`src/rtl/tick_sched_pkg.sv`:
```
// tick_sched_pkg
//   Shared types and elaboration-time helpers for the tick scheduler.
//   - cfg_state_t     : config FSM states (IDLE, APPLY)
//   - calc_prescale() : board clocks per base tick (CLK_HZ / BASE_HZ)
//   - calc_ch_idx_w() : channel index width, never below 1 bit
package tick_sched_pkg;

   typedef enum logic {
      IDLE  = 1'b0,
      APPLY = 1'b1
   } cfg_state_t;

   function automatic int calc_prescale(input int clk_hz, input int base_hz);
      return clk_hz / base_hz;
   endfunction

   function automatic int calc_ch_idx_w(input int num_ch);
      return (num_ch <= 2) ? 1 : $clog2(num_ch);
   endfunction

endpackage

```
`src/rtl/tick_channel.sv`:
```
// tick_channel
//   One programmable divider channel driven by the shared base tick.
//   Ports:
//     clk_100Mhz, rst : clock, async active-high reset
//     base_tick       : shared one-cycle base pulse
//     en              : run enable (level); when low count and clk_o hold
//     load            : write load_value into the period register, clear count
//     load_value      : new half-period in base ticks (0 parks the channel)
//     align           : clear count and force clk_o low (phase-align restart)
//     tick_o          : one-cycle pulse at each half-period expiry
//     clk_o           : divided clock, toggles with every tick_o
module tick_channel #(
   parameter int PERIOD_W       = 16,
   parameter int DEFAULT_PERIOD = 500
) (
   input  logic                clk_100Mhz,
   input  logic                rst,
   input  logic                base_tick,
   input  logic                en,
   input  logic                load,
   input  logic [PERIOD_W-1:0] load_value,
   input  logic                align,
   output logic                tick_o,
   output logic                clk_o
);

   logic [PERIOD_W-1:0] count;
   logic [PERIOD_W-1:0] period;
   logic                advance;
   logic                terminal;

   // A zero period behaves like a disabled channel, so period-1 never wraps
   // into a live compare value.
   assign advance  = base_tick & en & (period != '0);
   assign terminal = (count == (period - PERIOD_W'(1)));

   always_ff @(posedge clk_100Mhz or posedge rst) begin
      if (rst) begin
         count  <= '0;
         period <= PERIOD_W'(DEFAULT_PERIOD);
         tick_o <= 1'b0;
         clk_o  <= 1'b0;
      end else begin
         tick_o <= 1'b0;
         if (align) begin
            count <= '0;
            clk_o <= 1'b0;
         end
         // A config write beats a coincident expiry: no tick, count restarts.
         if (load) begin
            period <= load_value;
            count  <= '0;
         end else if (advance && !align) begin
            if (terminal) begin
               count  <= '0;
               tick_o <= 1'b1;
               clk_o  <= ~clk_o;
            end else begin
               count <= count + PERIOD_W'(1);
            end
         end
      end
   end

endmodule

```
`src/rtl/tick_scheduler.sv`:
```
// tick_scheduler
//   Shared timebase: one prescaler produces base_tick every PRESCALE clocks
//   and feeds NUM_CH independently programmable tick_channel instances.
//   Half-periods are rewritten at runtime through a valid/ready port.
//   Build option: define PHASE_ALIGN_EN to make every applied config write
//   restart all channels and the prescaler phase-aligned (all clk_o low).
//   Ports:
//     clk_100Mhz, rst : clock, async active-high reset
//     ch_en           : per-channel run enable
//     cfg_valid/ready : config handshake (transfer on valid & ready)
//     cfg_ch          : target channel; out-of-range writes are dropped
//     cfg_period      : new half-period in base ticks (0 parks the channel)
//     base_tick       : one-cycle pulse every PRESCALE clocks
//     tick_o, clk_o   : per-channel expiry pulse and divided clock
//
//   state | meaning
//   IDLE  | cfg_ready high, waiting for a handshake
//   APPLY | one cycle, captured write lands in the target channel
module tick_scheduler
   import tick_sched_pkg::*;
#(
   parameter int CLK_HZ         = 100_000_000,
   parameter int BASE_HZ        = 1_000,
   parameter int NUM_CH         = 4,
   parameter int PERIOD_W       = 16,
   parameter int DEFAULT_PERIOD = 500
) (
   input  logic                                clk_100Mhz,
   input  logic                                rst,
   input  logic [NUM_CH-1:0]                   ch_en,
   input  logic                                cfg_valid,
   output logic                                cfg_ready,
   input  logic [calc_ch_idx_w(NUM_CH)-1:0]    cfg_ch,
   input  logic [PERIOD_W-1:0]                 cfg_period,
   output logic                                base_tick,
   output logic [NUM_CH-1:0]                   tick_o,
   output logic [NUM_CH-1:0]                   clk_o
);

   localparam int PRESCALE = calc_prescale(CLK_HZ, BASE_HZ);
   localparam int CH_IDX_W = calc_ch_idx_w(NUM_CH);
   localparam int PSC_W    = $clog2(PRESCALE);

   cfg_state_t            state;
   cfg_state_t            state_nxt;
   logic                  apply;
   logic                  apply_valid;
   logic                  align;
   logic [CH_IDX_W-1:0]   cap_ch;
   logic [PERIOD_W-1:0]   cap_period;
   logic [PSC_W-1:0]      psc_cnt;
   logic                  psc_wrap;
   logic [NUM_CH-1:0]     load;

   // Prescaler
   assign psc_wrap = (psc_cnt == PSC_W'(PRESCALE - 1));

   always_ff @(posedge clk_100Mhz or posedge rst) begin
      if (rst) begin
         psc_cnt   <= '0;
         base_tick <= 1'b0;
      end else if (align) begin
         psc_cnt   <= '0;
         base_tick <= 1'b0;
      end else begin
         base_tick <= psc_wrap;
         psc_cnt   <= psc_wrap ? '0 : psc_cnt + PSC_W'(1);
      end
   end

   // Config FSM
   always_ff @(posedge clk_100Mhz or posedge rst) begin
      if (rst) begin
         state <= IDLE;
      end else begin
         state <= state_nxt;
      end
   end

   always_comb begin
      state_nxt = state;
      cfg_ready = 1'b0;
      apply     = 1'b0;
      case (state)
         IDLE: begin
            cfg_ready = 1'b1;
            if (cfg_valid) begin
               state_nxt = APPLY;
            end
         end
         APPLY: begin
            apply     = 1'b1;
            state_nxt = IDLE;
         end
         default: state_nxt = IDLE;
      endcase
   end

   always_ff @(posedge clk_100Mhz or posedge rst) begin
      if (rst) begin
         cap_ch     <= '0;
         cap_period <= '0;
      end else if (cfg_valid && cfg_ready) begin
         cap_ch     <= cfg_ch;
         cap_period <= cfg_period;
      end
   end

   // Writes to a non-existent channel complete the handshake but touch nothing.
   assign apply_valid = apply && (int'(cap_ch) < NUM_CH);

`ifdef PHASE_ALIGN_EN
   assign align = apply_valid;
`else
   assign align = 1'b0;
`endif

   // Channels
   for (genvar i = 0; i < NUM_CH; i++) begin : g_ch
      assign load[i] = apply_valid && (cap_ch == CH_IDX_W'(i));

      tick_channel #(
         .PERIOD_W       (PERIOD_W),
         .DEFAULT_PERIOD (DEFAULT_PERIOD)
      ) u_ch (
         .clk_100Mhz (clk_100Mhz),
         .rst        (rst),
         .base_tick  (base_tick),
         .en         (ch_en[i]),
         .load       (load[i]),
         .load_value (cap_period),
         .align      (align),
         .tick_o     (tick_o[i]),
         .clk_o      (clk_o[i])
      );
   end

endmodule

```
`config.mk`:
```
export PLATFORM = sky130hd
export DESIGN_NAME = tick_scheduler
export DESIGN_NICKNAME = d
export VERILOG_FILES = /design/src/rtl/tick_sched_pkg.sv /design/src/rtl/tick_channel.sv /design/src/rtl/tick_scheduler.sv
export SDC_FILE = /design/constraint.sdc
export NUM_CORES = 1
export LEC_CHECK = 0
export CORE_ASPECT_RATIO = 1.25
export CORE_UTILIZATION = 62
export DETAILED_ROUTE_END_ITERATION = 6
export PLACE_DENSITY = 0.92
export SLEW_MARGIN = 20
export SYNTH_ARGS = -nofsm -noshare
export SYNTH_HDL_FRONTEND = slang
export SYNTH_SLANG_ARGS = --single-unit
```
`constraint.sdc`:
```
create_clock -name clk_100Mhz -period 6.95 [get_ports clk_100Mhz]
set_input_delay 1.39 -clock clk_100Mhz [delete_from_list [all_inputs] [get_ports clk_100Mhz]]
set_output_delay 1.39 -clock clk_100Mhz [all_outputs]
set_load 0.02 [all_outputs]
```
==> reports/metrics.yaml, run 1 <==
run_status:
  status: "complete, no violations"
timing:
  fmax_mhz: 284
  hold_slack_ns: 0.463
  max_slew.worst_pin.slew_ns: 1.01
  finalCritPeriodShare: 0.507
  worst_slack_ns: 3.43
  period_minus_slack_ns: 3.52
  grt_setup_unrepaired: "no"
  worst_clock_skew_ns: 0.0131
  finalHoldViolCount: 0
  max_slew_margin: 0.324
  drv_slew: 0
  fin_setup_tns_ns: 0
  setup_violations: 0
drt:
  drcViolationCount: 0
  drtPass1Iterations: 5
  via_per_inst: 6.44
  wl_met3_um: 1380
  vias: 8319
  top_layer_used: "met4"
  ant_nets: 0
  drt_wl_total_um: 23700
  drtIter0Drc: 755
  drt-met1-wl_um: 9470
  wl_met2_um: 11700
  routedWlPerCell_um: 18.4
clocking:
  worstSkewPairLatency_ns: 0.45
  cts.hold.buffers_added: 0
  cts_tree: "done"
  clkTransAtPathRegs_ns: 0.07
  cts.path.max_buffers: 2
  clock-root-buffer: "clkbuf_16"
  cts_inserted_buffers: 17
  cts_sinks: 173
  post_cts.resized_instances: 0
  h-tree-depth: 4
  cts_setup_buffers: 0
grt:
  globalRoute.totalOverflow: 0
  grt_max_degree: 119
  track_usage: 0.300
  first_global_vias: 8111
  grt_pass1_wl_um: 38900
  antenna_found_initial: 0
logic_synthesis:
  synth.most_common_cell: "nand2_1"
  syn-num-nets: 1097
  syn_area_sq_um: 10100
  synth_top_cell_area_share: 0.370
  synth_area_per_cell_sq_um: 9.47
  synth_top_cell_by_area: "dfrtp_1"
  async_reset_ff_frac: 1.00
  synth_edf_count: 0
  netlist_top_cells_area: "dfrtp_1 37%, dfstp_2 6.3%, mux2_2 6.0%"
  yosys_register_bits: 173
  synth_cells: 1063
  synth-warning-count: 0
  synth_flop_cell: "dfrtp_1"
  netlist-cell-type-count: 77
  synth_common_cells: "154 x nand2_1, 149 x dfrtp_1, 81 x nor2_1"
  ys_seq_area_frac: 0.433
final_layout:
  finish.net_count: 1101
  layout-drive-gt1-share: 0.132
  instances_no_fill: 1292
  antenna_cells: 0
  syn_to_final_growth_pct: 9.83
floorplan:
  start_util: 0.641
  dieHeight_um: 144
  die_x_um: 116
  coreArea_sq_um: 15700
  io-pin-count: 35
  fp.dieArea_sq_um: 16800
  rows: 51
worst_setup_path:
  path_cells: "inv_1 > ha_1 > nor4b_2 > a31oi_1 > a2111oi_0 > o211ai_1 > nor4_1 > inv_1 > o21ai_0 > nor2_1"
  timing.rr.start: "g_ch[2].u_ch.period[0]"
  crit_type: "reg -> reg"
  worstPathArrival_ns: 3.82
  cp.required_ns: 7.25
  crit_top_cell: "inv_1"
  crit_path_max_incr_delay_ns: 0.54
  r2r_end: "g_ch[2].u_ch.count[12]"
  cp-end-kind: "flop"
  cp_max_fo: 7
  slowest_stage: "o21ai_0"
  cp-start-kind: "flop"
  reg2reg_depth: 10
  rrSetupSlack_ns: 3.43
placement:
  place_ws_ns: 3.32
  port_buffers: 34
  globalplace.congestion: 0.891
  placed_cells: 1260
  dp_hpwl_um: 15700
min_path:
  hp-class: "reg -> reg"
  hp-start: "g_ch[1].u_ch.clk_o"
  holdPathStages: 1
  whs_endpoint: "g_ch[1].u_ch.clk_o"
power_and_ir_drop:
  power_leakage_nw: 4.72
  peakVddDrop_v: 0.000206
  total_power_mw: 3.64
  power.density_nw_per_um2: 329
flow_run:
  maxCapViolations: 0
==> worst max-delay path by stage <==
stage	cells past startpoint	slack (ns)	to	start
floorplan	1	0.91	base_tick	rst
global placement	6	3.44	g_ch[2].u_ch.count[10]	ch_en[2]
detailed placement	8	3.32	g_ch[1].u_ch.count[5]	g_ch[1].u_ch.period[3]
CTS	8	3.25	g_ch[1].u_ch.count[5]	g_ch[1].u_ch.period[3]
global route	10	3.19	g_ch[2].u_ch.count[12]	g_ch[2].u_ch.period[0]
finish	10	3.43	g_ch[2].u_ch.count[12]	g_ch[2].u_ch.period[0]
==> report_power, final <==
| group | total [mW] | switching [mW] | internal [mW] |
|---|---|---|---|
| sequential | 1.62 | 0.372 | 1.25 |
| clock | 0.926 | 0.423 | 0.503 |
| combinational | 1.09 | 0.575 | 0.512 |
| total | 3.64 | 1.37 | 2.26 |
==> state kept, by name, summed over array words and instances, names as in the netlist <==
signal,flops
base_tick,1
state,1
psc_cnt,17
g_ch.u_ch.count,64
g_ch.u_ch.tick_o,4
g_ch.u_ch.clk_o,4
cap_ch,2
cap_period,16
g_ch.u_ch.period,64
==> metrics by stage <==
| stage | instance area [sq um] | util |
|---|---|---|
| after floorplan | 10100 | - |
| after global placement | 10500 | 0.667 |
| after detailed placement | 10500 | 0.667 |
| after CTS | 11000 | 0.703 |
| after global routing | 11100 | 0.704 |
| final | 11100 | 0.704 |
==> worst max-delay path, delay by kind of cell, from the launching register on <==
family / cells / cell delay, ns
adders and majority gates: 1 / 0.29
buffers and inverters: 2 / 0.17
DFF: 1 / 0.48
AOI/OAI and AO/OA: 4 / 1.30
and+or+nand+nor: 3 / 1.12
==> cell families (layout without fill, tap and decap cells) <==
logic type | Yosys count | after routing | synth area share
flip-flops | 173 | 173 | 0.433
adder cells (fa/ha/maj) | 9 | 9 | 0.0112
AO/OA/AOI/OAI | 135 | 135 | 0.0970
AND/OR/NAND/NOR | 489 | 489 | 0.254
buffers and inverters | 79 | 96 | 0.0339
XOR/XNOR | 113 | 113 | 0.0997
multiplexers | 65 | 65 | 0.0714
==> layer usage <==
layer / track usage / vias up
li1: - / 3766
met1: 0.365 / 4095
met2: 0.489 / 349
met3: 0.0511 / 109
met4: 0.200 / 0
met5: 0 / -
==> cell type report <==
class | count | area (sq um)
multi-input cells | 811 | 5390
fillers | 1071 | 4640
flip-flops and latches | 173 | 4360
clock buffers | 22 | 485
repair buffers | 38 | 370
well taps | 212 | 265
inverters | 26 | 105
clock inverters | 10 | 82.6
==> placed cells by master, fill, tap and decap left out, types with 8 or more instances in the layout <==
cell	n
nand3_1	47
a31oi_1	14
inv_1	25
xor2_1	51
mux2_2	54
nor3_1	19
nand4_1	17
a21oi_1	23
nor4_1	24
o21ai_0	29
nor2_1	81
and3_1	31
or2_2	8
nand3b_1	8
ha_1	9
nor2b_1	17
nand2_1	154
clkbuf_16	18
xnor2_1	61
dfrtp_1	149
nand2b_1	14
or3_1	12
mux2i_1	11
dfstp_2	24
clkdlybuf4s50_1	34
Power figures use the tool's default switching activity.
==> run 2: changes to the inputs <==
- clock period: 6.95 -> 3.3 ns (I/O delays scaled with it)
==> run 2 against run 1 <==
Net effect: via count up 1.5%; wire length up 3.3%; sequential share of layout area down 0.64 points; final area up 1.6%; clock power up 130%; worst hold slack better by 0.0062 ns; die area unchanged; total power up 120%; utilization up 1.2 points; count of clock-buffer cells in the layout down 2; critical path type unchanged.
==> reports/metrics.yaml, run 2 (synthesis gave the netlist of run 1 again) <==
floorplan:
  rows: 51  # unchanged
  io-pin-count: 35  # unchanged
  fp.dieArea_sq_um: 16800  # unchanged
  die_x_um: 116  # unchanged
  start_util: 0.641  # unchanged
  dieHeight_um: 144  # unchanged
  coreArea_sq_um: 15700  # unchanged
grt:
  track_usage: 0.309  # +0.00902
  globalRoute.totalOverflow: 0  # unchanged
  first_global_vias: 8274  # +2.0%
  antenna_found_initial: 0  # unchanged
  grt_pass1_wl_um: 40100  # +3.1%
  grt_max_degree: 97  # -18%
timing:
  max_slew.worst_pin.slew_ns: 0.746  # -0.263 ns
  fmax_mhz: 307  # +8.0%
  drv_slew: 0  # unchanged
  finalHoldViolCount: 0  # unchanged
  max_slew_margin: 0.501  # +0.177
  finalCritPeriodShare: 0.988  # +0.481
  period_minus_slack_ns: 3.26  # -0.262 ns
  setup_violations: 0  # unchanged
  worst_clock_skew_ns: 0.0118  # -0.00127 ns
clocking:
  cts_inserted_buffers: 17  # unchanged
  cts.path.max_buffers: 2  # unchanged
  h-tree-depth: 4  # unchanged
  cts_sinks: 173  # unchanged
  clock-root-buffer: "clkbuf_16"
  clkTransAtPathRegs_ns: 0.07  # about the same
  cts.hold.buffers_added: 0  # unchanged
  cts_tree: "done"
  worstSkewPairLatency_ns: 0.44  # about the same
worst_setup_path:
  cp_num_buf_inv: 0  # -2
  rrSetupSlack_ns: 0.04  # -3.39 ns
  slowest_stage: "a2111oi_0"
  crit_type: "reg -> reg"
  path_cells: "xnor2_1 > or4b_1 > a2111oi_0 > o32ai_1 > a2111oi_4 > nor2_4 > and3_1 > a221o_1"
  cp-endpoint: "g_ch[0].u_ch.count[14]"
  crit_path_max_incr_delay_ns: 0.66  # +0.12 ns
  reg2reg_depth: 8  # -2
  r2r_end: "g_ch[0].u_ch.count[14]"
  cp-start-kind: "flop"
  crit_family: "compound AO/OA/AOI/OAI gates"
  worstPathArrival_ns: 3.59  # -0.23 ns
  timing.rr.start: "g_ch[0].u_ch.period[8]"
  cp.required_ns: 3.63  # -3.62 ns
  critPathLaunch: "g_ch[0].u_ch.period[8]"
  cp_max_fo: 9  # +2
  critical_path_depth: 8  # -2
  cp-end-kind: "flop"
power_and_ir_drop:
  power.density_nw_per_um2: 703  # +110%
  total_power_mw: 7.90  # +120%
  comb_power_share: 0.300  # about the same
  switching_power_mw: 2.89  # +110%
  power.internal_mw: 5.01  # +120%
  power_leakage_nw: 4.82  # +2.2%
  switching_share: 0.366  # -0.0112
  p_clk_frac: 0.268  # +0.013
  peakVddDrop_v: 0.000485  # +140%
  seq_power_share: 0.432  # -0.014
drt:
  drtPass1Iterations: 7  # +2
  drcViolationCount: 0  # unchanged
  drtIter0Drc: 899  # +19%
  drt_wl_total_um: 24500  # +3.3%
  routedWlPerCell_um: 18.8  # +2.2%
  ant_nets: 0  # unchanged
  via_per_inst: 6.47  # +0.45%
  vias: 8447  # +1.5%
final_layout:
  finish.net_count: 1115  # +1.3%
  antenna_cells: 0  # unchanged
  fin_util: 0.716  # +0.0116
  final_common_cell: "nand2_1"
  reg_top3: "g_ch.u_ch.count: 64 flops, g_ch.u_ch.period: 64 flops, psc_cnt: 17 flops"
  layout-drive-gt1-share: 0.146  # +0.0138
  mostFrequentLayoutCells: "154 x nand2_1, 149 x dfrtp_1, 81 x nor2_1"
  syn_to_final_growth_pct: 11.6
placement:
  dp_hpwl_um: 16300  # +4.0%
  globalplace.congestion: 0.885  # -0.77%
  port_buffers: 34  # unchanged
min_path:
  hp-class: "reg -> reg"
run_status:
  status: "complete, no violations"
flow_run:
  maxCapViolations: 0  # unchanged
run 2: what timing repair did:
| item | 4_1_cts | 5_1_grt |
|---|---|---|
| endpoints found under the hold margin | 0 | 0 |
| resized for setup | 0 | 4 |
| buffers inserted | 0 | 0 |
| setup endpoints to repair | 0 | 29 |
run 2: area by class of cell:
type                    count  area, sq um
clock buffers              20          467
clock inverters            12          158
fillers                  1019         4460
inverters                  26          101
multi-input cells         811         5390
flip-flops and latches    173         4360
well taps                 212          265
repair buffers             52          500
run 2: worst min path at each step:
stage	depth (start not counted)	endpoint	slack, ns	from
after floorplan	1	psc_cnt[4]	0.44	psc_cnt[4]
after global placement	1	g_ch[0].u_ch.clk_o	0.45	g_ch[0].u_ch.clk_o
after detailed placement	1	g_ch[0].u_ch.clk_o	0.46	g_ch[0].u_ch.clk_o
after CTS	1	g_ch[3].u_ch.clk_o	0.47	g_ch[3].u_ch.clk_o
after global routing	1	g_ch[0].u_ch.clk_o	0.49	g_ch[0].u_ch.clk_o
final	1	g_ch[0].u_ch.clk_o	0.47	g_ch[0].u_ch.clk_o
run 2: power by group through the flow:
stage / clock, mW / sequential [mW] / combinational (mW)
floorplan: 0 / 3.03 / 1.96
global placement: 0 / 3.34 / 2.13
detailed placement: 0 / 3.37 / 2.26
CTS: 2.13 / 3.36 / 2.33
global route: 2.22 / 3.45 / 2.56
finish: 2.12 / 3.41 / 2.37
run 2: layer usage:
layer / vias up / share of wire / GRT usage
met4: 0 / 0.062 / 0.199
li1: 3795 / - / -
met2: 370 / 0.48 / 0.507
met3: 128 / 0.059 / 0.0620
met1: 4154 / 0.40 / 0.369
met5: - / 0 / 0
run 2: through the flow:
stage / cell area [sq um] / TNS, ns / setup slack, ns / hold WS [ns] / std cells
2_1_floorplan: 10100 / 0 / 0.293 / 0.438 / 1063
3_3_place_gp: 10600 / 0 / 0.327 / 0.453 / 1274
3_5_place_dp: 10600 / 0 / 0.132 / 0.461 / 1274
4_1_cts: 11200 / 0 / 0.0569 / 0.471 / 1306
5_1_grt: 11200 / -0.0112 / -0.00673 / 0.485 / 1306
6_report: 11200 / 0 / 0.0386 / 0.469 / 1306
==> run 3: changes to the inputs <==
- PLACE_DENSITY: 0.92 -> 0.82
==> run 3 against run 2 <==
Net effect: worst hold slack worse by 0.0052 ns; combinational power decreased by 3%; clock power shrank 7%; worst setup slack gained 0.19 ns; final area fell by 0.18%; total power is 3.2% lower; maximum frequency up 6.1%; non-clock buffer count rose by 2; highest routed layer unchanged.
==> reports/metrics.yaml, run 3 (synthesis gave the netlist of run 1 again) <==
final_layout:
  fin_util: 0.714  # -0.00128
  syn_to_final_growth_pct: 11.4
  finish.net_count: 1117  # +0.18%
  final_common_cell: "nand2_1"
  layout-drive-gt1-share: 0.149  # +0.00247
  reg_top3: "g_ch.u_ch.count: 64 flops, g_ch.u_ch.period: 64 flops, psc_cnt: 17 flops"
  mostFrequentLayoutCells: "154 x nand2_1, 149 x dfrtp_1, 81 x nor2_1"
  antenna_cells: 0  # unchanged
  regArea_sq_um: 4360  # unchanged
  fill_cells: 1187  # +16%
  instances_no_fill: 1308  # +0.15%
  multiInputGateArea_sq_um: 5390  # about the same
timing:
  setup_violations: 0  # unchanged
  worst_clock_skew_ns: 0.0130  # +0.00113 ns
  max_slew.worst_pin.slew_ns: 0.753  # +0.00703 ns
  fmax_mhz: 325  # +6.1%
  finalCritPeriodShare: 0.931  # -0.0569
  grt_setup_unrepaired: "no"
  fin_setup_tns_ns: 0  # unchanged
  drv_slew: 0  # unchanged
  finalHoldViolCount: 0  # unchanged
  max_slew_margin: 0.498  # -0.00330
  period_minus_slack_ns: 3.07  # -0.188 ns
worst_setup_path:
  reg2reg_depth: 9  # +1
  crit_type: "reg -> reg"
  cp.required_ns: 3.62  # about the same
  r2r_end: "g_ch[0].u_ch.count[13]"
  cp_max_fo: 9  # unchanged
  rrSetupSlack_ns: 0.23  # +0.19 ns
  cp-end-kind: "flop"
  worstPathArrival_ns: 3.40  # -0.19 ns
  cp-start-kind: "flop"
  timing.rr.start: "g_ch[0].u_ch.period[3]"
drt:
  routedWlPerCell_um: 17.6  # -6.5%
  ant_nets: 0  # unchanged
  drcViolationCount: 0  # unchanged
  vias: 8015  # -5.1%
  drt_wl_total_um: 23000  # -6.3%
  drtIter0Drc: 634  # -29%
  via_per_inst: 6.13  # -5.3%
  drtPass1Iterations: 6  # -1
placement:
  port_buffers: 34  # unchanged
  globalplace.congestion: 0.881  # -0.43%
  placed_cells: 1276  # +0.16%
  dp_hpwl_um: 15900  # -2.3%
grt:
  globalRoute.totalOverflow: 0  # unchanged
  grt_pass1_wl_um: 37700  # -5.9%
  first_global_vias: 7775  # -6.0%
  track_usage: 0.291  # -0.0177
  antenna_found_initial: 0  # unchanged
  grt_max_degree: 75  # -23%
clocking:
  h-tree-depth: 4  # unchanged
  cts.path.max_buffers: 2  # unchanged
  clkTransAtPathRegs_ns: 0.07  # about the same
  cts_tree: "done"
  cts_sinks: 173  # unchanged
  worstSkewPairLatency_ns: 0.44  # about the same
  clock-root-buffer: "clkbuf_16"
  cts_setup_buffers: 0  # unchanged
  cts_inserted_buffers: 17  # unchanged
floorplan:
  fp.dieArea_sq_um: 16800  # unchanged
  coreArea_sq_um: 15700  # unchanged
  die_x_um: 116  # unchanged
  rows: 51  # unchanged
  start_util: 0.641  # unchanged
  io-pin-count: 35  # unchanged
  dieHeight_um: 144  # unchanged
min_path:
  holdPathStages: 1  # unchanged
  whs_endpoint: "g_ch[3].u_ch.clk_o"
  hp-class: "reg -> reg"
  hp-start: "g_ch[3].u_ch.clk_o"
flow_run:
  maxCapViolations: 0  # unchanged
power_and_ir_drop:
  power.density_nw_per_um2: 682  # -3.0%
  power_leakage_nw: 4.82  # about the same
  peakVddDrop_v: 0.000414  # -15%
run_status:
  status: "complete, no violations"
-- run 3: power breakdown --
| group | internal [mW] | total (mW) | switching (mW) |
|---|---|---|---|
| Combinational | 1.12 | 2.31 | 1.19 |
| Clock | 1.03 | 1.98 | 0.951 |
| Sequential | 2.63 | 3.36 | 0.729 |
| Total | 4.78 | 7.65 | 2.87 |
-- run 3: layer usage --
layer / GRT usage / routed length (um) / vias up
li1: - / - / 3803
met1: 0.357 / 9730 / 3958
met2: 0.499 / 11700 / 194
met3: 0.0453 / 781 / 60
met4: 0.141 / 714 / 0
met5: 0 / 0 / -
-- run 3: layout make-up --
class                   count  share of cell area
multi-input cells         811               0.481
flip-flops and latches    173               0.389
repair buffers             54              0.0460
clock buffers              18              0.0392
well taps                 212              0.0237
clock inverters            14              0.0129
inverters                  26             0.00904
-- run 3: per-stage QoR --
stage,power [mW],hold slack [ns],instance area [sq um],setup slack [ns]
finish,7.65,0.464,11200,0.226
global route,8.07,0.489,11200,0.0206
CTS,7.64,0.470,11200,0.0924
detailed placement,5.62,0.459,10600,0.124
global placement,5.49,0.454,10600,0.263
floorplan,5.00,0.438,10100,0.293
-- run 3: worst max-delay path: stages, from the launching register on --
cell	delay, ns
dfrtp_1	0.42
or4_1	0.58
buf_4	0.20
nor4b_1	0.37
xnor2_1	0.17
o2111ai_1	0.18
a2111oi_4	0.50
nor2_4	0.10
and3_1	0.19
a221o_1	0.25
-- run 3: how the worst max path moves through the flow --
stage	from	end	slack (ns)	depth (start not counted)
6_report	g_ch[0].u_ch.period[3]	g_ch[0].u_ch.count[13]	0.23	9
3_3_place_gp	g_ch[2].u_ch.period[1]	g_ch[2].u_ch.count[9]	0.26	10
2_1_floorplan	g_ch[0].u_ch.period[3]	g_ch[0].u_ch.count[13]	0.29	9
3_5_place_dp	g_ch[2].u_ch.period[1]	g_ch[2].u_ch.count[9]	0.12	10
4_1_cts	g_ch[2].u_ch.period[1]	g_ch[2].u_ch.count[9]	0.09	10
5_1_grt	g_ch[1].u_ch.period[11]	g_ch[1].u_ch.count[2]	0.02	7
-- run 3: timing repair --
| action | in CTS | in global routing |
|---|---|---|
| setup endpoints to repair | 0 | 28 |
| resized for setup | 0 | 5 |
| endpoints found under the hold margin | 0 | 0 |
| hold buffers | 0 | 0 |
